--- config.mk ---
export PLATFORM = sky130hd
export DESIGN_NAME = round_sched
export DESIGN_NICKNAME = d
export VERILOG_FILES = /design/src/rtl/round_sched.sv
export SDC_FILE = /design/constraint.sdc
export NUM_CORES = 1
export LEC_CHECK = 0
export ABC_AREA = 1
export BUFFER_PORTS_ARGS = -buffer_cell sky130_fd_sc_hd__buf_2
export CAP_MARGIN = 10
export CORE_MARGIN = 2
export CORE_UTILIZATION = 45
export CTS_BUF_LIST = sky130_fd_sc_hd__clkbuf_4 sky130_fd_sc_hd__clkbuf_8 sky130_fd_sc_hd__clkbuf_16
export DETAILED_ROUTE_END_ITERATION = 16
export HOLD_SLACK_MARGIN = 0.03
export PLACE_DENSITY = 0.74
export SYNTH_ARGS = -nofsm -noshare
export SYNTH_HDL_FRONTEND = slang
export SYNTH_SLANG_ARGS = --single-unit
--- constraint.sdc ---
create_clock -name CLK -period 2.4 [get_ports CLK]
set_input_delay 0.36 -clock CLK [delete_from_list [all_inputs] [get_ports CLK]]
set_output_delay 0.36 -clock CLK [all_outputs]
set_load 0.05 [all_outputs]
--- src/rtl/round_sched.sv ---
// Two-requester arbiter feeding a single-cycle IEEE-style mantissa rounder with a valid/ready output.
// Define ROUND_SCHED_RR_ARB_EN for round-robin arbitration; otherwise requester 0 has fixed priority.
module round_sched #(
  parameter int unsigned Significant_WD  = 23,
  parameter int unsigned Exp_WD          = 8,
  parameter int unsigned roundmodeReg_WD = 2
) (
  input  logic                        CLK,
  input  logic                        RST,
  input  logic [1:0]                  req_valid,
  output logic [1:0]                  req_ready,
  input  logic [Significant_WD+3:0]   req0_sig,
  input  logic [Significant_WD+3:0]   req1_sig,
  input  logic [Exp_WD-1:0]           req0_exp,
  input  logic [Exp_WD-1:0]           req1_exp,
  input  logic                        req0_sign,
  input  logic                        req1_sign,
  input  logic [roundmodeReg_WD-1:0]  req0_mode,
  input  logic [roundmodeReg_WD-1:0]  req1_mode,
  output logic                        out_valid,
  input  logic                        out_ready,
  output logic [Significant_WD-1:0]   out_sig,
  output logic [Exp_WD-1:0]           out_exp,
  output logic                        out_sign,
  output logic                        out_inexact,
  output logic                        out_overflow,
  output logic                        out_src
);

  localparam int unsigned SigW = Significant_WD + 4;
  localparam int unsigned ManW = Significant_WD + 1;

  typedef enum logic [1:0] {StIdle, StBusy, StDone} state_e;

  state_e state_q, state_d;

  logic [SigW-1:0]           cap_sig_q, cap_sig_d;
  logic [Exp_WD-1:0]         cap_exp_q, cap_exp_d;
  logic                      cap_sign_q, cap_sign_d;
  logic [1:0]                cap_mode_q, cap_mode_d;
  logic                      cap_src_q, cap_src_d;

  logic [Significant_WD-1:0] out_sig_q, out_sig_d;
  logic [Exp_WD-1:0]         out_exp_q, out_exp_d;
  logic                      out_sign_q, out_sign_d;
  logic                      out_inexact_q, out_inexact_d;
  logic                      out_overflow_q, out_overflow_d;
  logic                      out_src_q, out_src_d;

  logic grant_valid, grant_id, hs;

  // Arbitration
`ifdef ROUND_SCHED_RR_ARB_EN
  logic ptr_q, ptr_d;

  always_comb begin
    grant_id = 1'b0;
    unique case (req_valid)
      2'b10:   grant_id = 1'b1;
      2'b11:   grant_id = ptr_q;
      default: grant_id = 1'b0;
    endcase
    ptr_d = hs ? ~grant_id : ptr_q;
  end

  always_ff @(posedge CLK) begin
    if (RST) ptr_q <= 1'b0;
    else     ptr_q <= ptr_d;
  end
`else
  always_comb grant_id = (req_valid == 2'b10);
`endif

  always_comb begin
    grant_valid = |req_valid;
    req_ready   = 2'b00;
    if (state_q == StIdle && !RST && grant_valid) req_ready[grant_id] = 1'b1;
    hs = |(req_valid & req_ready);
  end

  // Rounding of the captured operand
  logic [ManW-1:0]           mant;
  logic [2:0]                guard;
  logic                      round_up, carry;
  logic [Exp_WD-1:0]         exp_inc;
  logic [Significant_WD-1:0] res_sig;
  logic [Exp_WD-1:0]         res_exp;
  logic                      res_ovf;

  always_comb begin
    mant     = cap_sig_q[SigW-1:3];
    guard    = cap_sig_q[2:0];
    round_up = 1'b0;
    unique case (cap_mode_q)
      2'b00: round_up = (guard > 3'b100) || (guard == 3'b100 && mant[0]);
      2'b01: round_up = 1'b0;
      2'b10: round_up = !cap_sign_q && (guard != 3'b000);
      2'b11: round_up = cap_sign_q && (guard != 3'b000);
      default: round_up = 1'b0;
    endcase
    // A carry out of the hidden bit wraps the stored mantissa to zero naturally.
    carry   = round_up && (&mant);
    exp_inc = cap_exp_q + Exp_WD'(1);
    res_sig = round_up ? mant[Significant_WD-1:0] + Significant_WD'(1)
                       : mant[Significant_WD-1:0];
    res_exp = carry ? exp_inc : cap_exp_q;
    res_ovf = carry && (&exp_inc);
  end

  always_comb begin
    state_d        = state_q;
    cap_sig_d      = cap_sig_q;
    cap_exp_d      = cap_exp_q;
    cap_sign_d     = cap_sign_q;
    cap_mode_d     = cap_mode_q;
    cap_src_d      = cap_src_q;
    out_sig_d      = out_sig_q;
    out_exp_d      = out_exp_q;
    out_sign_d     = out_sign_q;
    out_inexact_d  = out_inexact_q;
    out_overflow_d = out_overflow_q;
    out_src_d      = out_src_q;
    unique case (state_q)
      StIdle: begin
        if (hs) begin
          cap_sig_d  = grant_id ? req1_sig  : req0_sig;
          cap_exp_d  = grant_id ? req1_exp  : req0_exp;
          cap_sign_d = grant_id ? req1_sign : req0_sign;
          cap_mode_d = grant_id ? req1_mode[1:0] : req0_mode[1:0];
          cap_src_d  = grant_id;
          state_d    = StBusy;
        end
      end
      StBusy: begin
        out_sig_d      = res_sig;
        out_exp_d      = res_exp;
        out_sign_d     = cap_sign_q;
        out_inexact_d  = |guard;
        out_overflow_d = res_ovf;
        out_src_d      = cap_src_q;
        state_d        = StDone;
      end
      StDone: begin
        if (out_ready) state_d = StIdle;
      end
      default: state_d = StIdle;
    endcase
  end

  always_ff @(posedge CLK) begin
    if (RST) begin
      state_q        <= StIdle;
      cap_sig_q      <= '0;
      cap_exp_q      <= '0;
      cap_sign_q     <= 1'b0;
      cap_mode_q     <= '0;
      cap_src_q      <= 1'b0;
      out_sig_q      <= '0;
      out_exp_q      <= '0;
      out_sign_q     <= 1'b0;
      out_inexact_q  <= 1'b0;
      out_overflow_q <= 1'b0;
      out_src_q      <= 1'b0;
    end else begin
      state_q        <= state_d;
      cap_sig_q      <= cap_sig_d;
      cap_exp_q      <= cap_exp_d;
      cap_sign_q     <= cap_sign_d;
      cap_mode_q     <= cap_mode_d;
      cap_src_q      <= cap_src_d;
      out_sig_q      <= out_sig_d;
      out_exp_q      <= out_exp_d;
      out_sign_q     <= out_sign_d;
      out_inexact_q  <= out_inexact_d;
      out_overflow_q <= out_overflow_d;
      out_src_q      <= out_src_d;
    end
  end

  assign out_valid    = (state_q == StDone);
  assign out_sig      = out_sig_q;
  assign out_exp      = out_exp_q;
  assign out_sign     = out_sign_q;
  assign out_inexact  = out_inexact_q;
  assign out_overflow = out_overflow_q;
  assign out_src      = out_src_q;

endmodule
# --- Yosys cells after proc, flatten, opt, wreduce, memory -nomap -nowiden ---
# Cells that the tools add are included.
totals:
  regBits: 76
  output_inout_bits: 38
  input_bits: 81
op_classes:
  n_reduce_logical: 21
  bitwise_logic: 1
  mux: 13
  add_sub_neg: 2
  eq_ne: 9
  n_lt_le_gt_ge: 3
op_table:
  columns: ["op", "count"]
  rows:
  - ["27-bit 2-to-1 mux", 1]
  - ["24-bit AND reduction", 1]
  - ["23-bit by 1-bit adder with 23-bit output (second input constant)", 1]
  - ["23-bit 2-to-1 mux", 1]
  - ["8-bit 2-to-1 mux", 2]
  - ["8-bit by 1-bit adder with 8-bit output (second input constant)", 1]
  - ["2-bit == test (second input constant)", 4]
  - ["1-bit logical AND", 8]
  - ["2-bit 2-to-1 mux", 4]
  - ["8-bit AND reduction", 1]
  - ["2-bit one-hot mux with 3 select lines", 1]
  - ["2-bit by 1-bit == test with 1-bit output (second input constant)", 2]
  - ["2-bit zero test", 2]
  - ["1-bit one-hot mux with 4 select lines", 1]
  - ["2-bit AND reduction", 2]
  - ["2-bit OR reduction", 2]
  - ["3-bit == test (second input constant)", 1]
  - ["3-bit greater-than comparator (second input constant)", 1]
  - ["3-bit nonzero test", 1]
  - ["3-bit OR reduction", 1]
  - ["2-bit bitwise AND", 1]
  - ["1-bit zero test", 2]
  - ["1-bit by 2-bit < comparator with 1-bit output (second input constant)", 1]
  - ["1-bit 2-to-1 mux", 2]
  - ["5 further kinds", 5]

# --- Longest topological paths before layout ---
depth:
  word_depth: 10
  ltp_mapped: 12
  ltp_nobuf: 11

# --- Worst setup path after synthesis ---
# OpenSTA, ideal clock, no wires.
synth_timing:
  path_kind: "register -> register"
  from: "register cap_sig_q[4]"
  to: "register out_exp_q[7], in the netlist out_exp[7]"
  slack_ns: 0.882
  period_less_slack_ns: 1.518
  stages_incl_launch_ff: 11
  required_ns: 2.287
  arrival_time_ns: 1.405
  path_buffers: 0
  cell_sequence: "dfxtp_1 -> ha_1 -> inv_1 -> nor2_4 -> nand2_4 -> nor2_8 -> nand3_4 -> nand2_1 -> nand2_1 -> o21ai_1 -> inv_1"
synth_via:
  elab_chain_len: 3
synth_lines:
  columns: ["item", "line_no", "rtl"]
  rows:
  - ["start, declared", "37", "logic [SigW-1:0] cap_sig_q, cap_sig_d;"]
  - ["start signal, assigned", "166", "cap_sig_q <= cap_sig_d;"]
  - ["24-bit AND reduction", "102", "carry = round_up && (&mant);"]
  - ["1-bit logical AND", "102", null]
  - ["8-bit 2-to-1 mux", "106", "res_exp = carry ? exp_inc : cap_exp_q;"]
  - ["end signal, assigned", "172", "out_exp_q <= out_exp_d;"]
  - ["end, declared", "44", "logic [Exp_WD-1:0] out_exp_q, out_exp_d;"]
# Every way passes these cells.
# A chain may end at the register's enable or synchronous reset.

# --- Worst setup path in the final report ---
layout_timing:
  from: "register cap_sig_q[3]"
  to: "register out_sig_q[18], in the netlist out_sig[18]"
layout_via:
  elab_chain_len: 4
layout_lines:
  columns: ["item", "line_no", "rtl"]
  rows:
  - ["branches (longest 3 deep; another with 23-bit by 1-bit adder with 23-bit output)", null, null]
  - ["23-bit 2-to-1 mux *", "104", "res_sig = round_up ? mant[Significant_WD-1:0] + Significant_WD'(1)"]
  - ["end signal, assigned", "171", "out_sig_q <= out_sig_d;"]
  - ["end, declared", "43", "logic [Significant_WD-1:0] out_sig_q, out_sig_d;"]
# Mark *: on every way between the ends.

==> flow_summary.yaml <==
power:
  peakVddDrop_v: 0.0002736
  cellPowerDensity_nw_per_um2: 662.7
  leakagePower_uw: 0.002226
  power_uw: 3280
clock_network:
  cts_made_buffers: 9
  cts_sinks: 76
  cts_hold_buf: 0
  cts_resized: 0
  clkLatencyLatePin_ns: 0.34
  post-cts-setup-buffers: 0
  cts_tree: "yes"
  cts_buffer_depth: 2
  cts_max_level: 3
  cts_root_buf: "clkbuf_8"
  cts.clk_slew.worst_paths_ns: 0.08
critical_path:
  crit_type: "flip-flop to flip-flop"
  crit_fanout: 8
  required_ns: 2.65
  endpoint_kind: "flip-flop"
  cp-start-kind: "flip-flop"
  cp.arrival_ns: 2.18
drt:
  dr.pass1.iters: 5
  drt_iter0_drc: 306
  vias: 4292
  drc_errors: 0
  via_per_inst: 5.073
  ant_nets: 0
  drt-total-wl_microns: 11130
  wl_per_cell_microns: 13.15
sta:
  rsz0062_at_grt: "no"
  setup_viol: 0
  whs_ns: 0.2736
  clock.fmax_mhz: 518.2
  fin_skew_ns: 0.01008
  fin_crit_ns: 1.930
  finalCritPeriodShare_pct: 80.41
  drv_slew: 0
  fin_tns_setup_ns: 0
  final-hold-violation-count: 0
  worstMarginPinSlew_ns: 0.6935
  relSlewSlack_pct: 53.77
  fin_ws_ns: 0.4701
synthesis:
  synthFlopType: "dfxtp_1"
  synth_top_area_cell: "dfxtp_1"
  ys_ff_latch: 76
  synth_edf_count: 0
  synth_fp_nets: 709
  ys_seq_area_share_pct: 37.38
  synth_area_sq_um: 4070
  netlist.area_leader.share_pct: 37.38
  syn_avg_cell_area_sq_um: 6.512
  ys_async_sr_fraction_pct: 0
  synth_warnings: 0
  synth_area_leaders: "dfxtp_1 (37%), nand2_1 (22%), nor2_1 (6.5%), a31oi_1 (6.0%), inv_1 (4.3%)"
  synth_cell_types: 31
  synth_cells: 625
global_route:
  grt_pass1_wl_microns: 18100
  antenna_found_initial: 0
  grt_remaining_overflow: 0
  grt_pass1_vias: 3786
  grt_max_degree: 68
  track_usage_pct: 22.87
die:
  die_w_microns: 99.11
  core_area_sq_um: 8763
  rows: 34
  initial_core_util_pct: 46.44
  die_area_sq_um: 9822
  die_y_microns: 99.11
  ioPinCount: 119
placed_design:
  dp_slack_ns: 0.5063
  hpwlAfterDp_microns: 8419
  io_buffers: 118
  place_area_sq_um: 4710
  globalplace.congestion: 0.9733
final_layout:
  final_nets: 817
  nFillCells: 896
  fin_area_sq_um: 4949
  syn2layout_area_growth_pct: 21.58
  drive_gt1_share_pct: 22.09
  diodes: 0
run:
  drv_cap: 0
min_path:
  hp-class: "primary input to flip-flop"
status:
  status: "completed"
## synth_stat cells, types with 2 or more instances
| master | count |
|---|---|
| o21ai_0 | 18 |
| nand3b_1 | 3 |
| nand2_4 | 2 |
| buf_6 | 2 |
| nand2_2 | 3 |
| dfxtp_1 | 76 |
| o21bai_1 | 3 |
| nor2_2 | 6 |
| o21ai_1 | 4 |
| nand4_1 | 11 |
| nand3_1 | 29 |
| nor2_4 | 3 |
| nor3_1 | 4 |
| buf_1 | 2 |
| ha_1 | 3 |
| nand2_1 | 234 |
| clkbuf_1 | 11 |
| buf_4 | 3 |
| a21oi_1 | 16 |
| o211ai_1 | 2 |
| inv_2 | 3 |
| buf_2 | 11 |
| nor2_1 | 70 |
| inv_1 | 47 |
| xnor2_1 | 8 |
| xor2_1 | 8 |
| a31oi_1 | 39 |
## where the power goes
part	internal, uW	switching, uW	total, uW
clock	711	458	1170
sequential	1360	93.4	1450
combinational	207	452	659
total	2280	1000	3280
## worst max-delay path, stage by stage, from the launching register on
cell	delay, ns
dfxtp_1	0.53
ha_1	0.28
inv_1	0.09
nor2_4	0.16
nand3_1	0.11
nor2_1	0.16
nand2_1	0.15
o21ai_1	0.16
nand3_1	0.09
nand2_1	0.06
inv_1	0.04
## cells by family after synthesis
family	share of synthesized area [%]
xor+xnor	3.443
simple gates	38.18
fa+ha+maj	0.9223
flops	37.38
buf+inv	8.269
compound gates	11.80
## cell type report
| class | instances | area [sq um] | share of cell area, % |
|---|---|---|---|
| Tap cell | 108 | 135.1 | 2.731 |
| Clock inverter | 5 | 100.1 | 2.023 |
| Timing Repair Buffer | 126 | 650.6 | 13.15 |
| Sequential cell | 76 | 1521 | 30.75 |
| Multi-Input combinational cell | 470 | 2215 | 44.75 |
| Inverter | 50 | 187.7 | 3.793 |
| Clock buffer | 11 | 138.9 | 2.807 |
## metrics by stage
| stage | utilization [%] | std cells |
|---|---|---|
| floorplan | - | 625 |
| global placement | 53.74 | 830 |
| detailed placement | 53.74 | 830 |
| CTS | 56.47 | 846 |
| global route | 56.47 | 846 |
| finish | 56.47 | 846 |
## layer usage
metal | part of all wire, % | track usage, % | up-vias
met3 | 6.2 | 3.233 | 18
met1 | 48 | 32.25 | 1901
met2 | 44 | 35.97 | 157
met5 | 0 | 0 | -
met4 | 2.0 | 8.008 | 0
li1 | - | - | 2216
## sequential cells by signal, indices dropped and copies added (netlist names)
| name | flops |
|---|---|
| cap_exp_q | 8 |
| cap_mode_q | 2 |
| cap_sig_q | 27 |
| cap_sign_q | 1 |
| cap_src_q | 1 |
| out_exp | 8 |
| out_inexact | 1 |
| out_overflow | 1 |
| out_sig | 23 |
| out_sign | 1 |
| out_src | 1 |
| state_q | 2 |
## worst paths after layout
| check | from | slack [ns] | end | cells after the start |
|---|---|---|---|---|
| worst min register to register | cap_src_q$_SDFFE_PP0P_ | 0.47 | cap_src_q$_SDFFE_PP0P_ | 2 |
| worst max register to register | cap_sig_q[3]$_SDFFE_PP0P_ | 0.47 | out_sig[18]$_SDFFE_PP0N_ | 10 |
| worst min-delay path | req1_sig[1] | 0.27 | cap_sig_q[1]$_SDFFE_PP0P_ | 3 |
| worst max-delay path | cap_sig_q[3]$_SDFFE_PP0P_ | 0.47 | out_sig[18]$_SDFFE_PP0N_ | 10 |
## cells in the final DEF, fill, tap and decap left out, types with 7 or more instances in the layout
cell type and instances:
xnor2_1 8, o21ai_0 18, nand3_1 29, buf_4 8, nor2_2 7, inv_1 47, buf_2 118, nand2_1 234
dfxtp_1 76, a21oi_1 16, nor2_1 69, nand4_1 11, a31oi_1 39, xor2_1 8, clkbuf_8 9
Note: power is estimated with default switching activity, not from simulation.
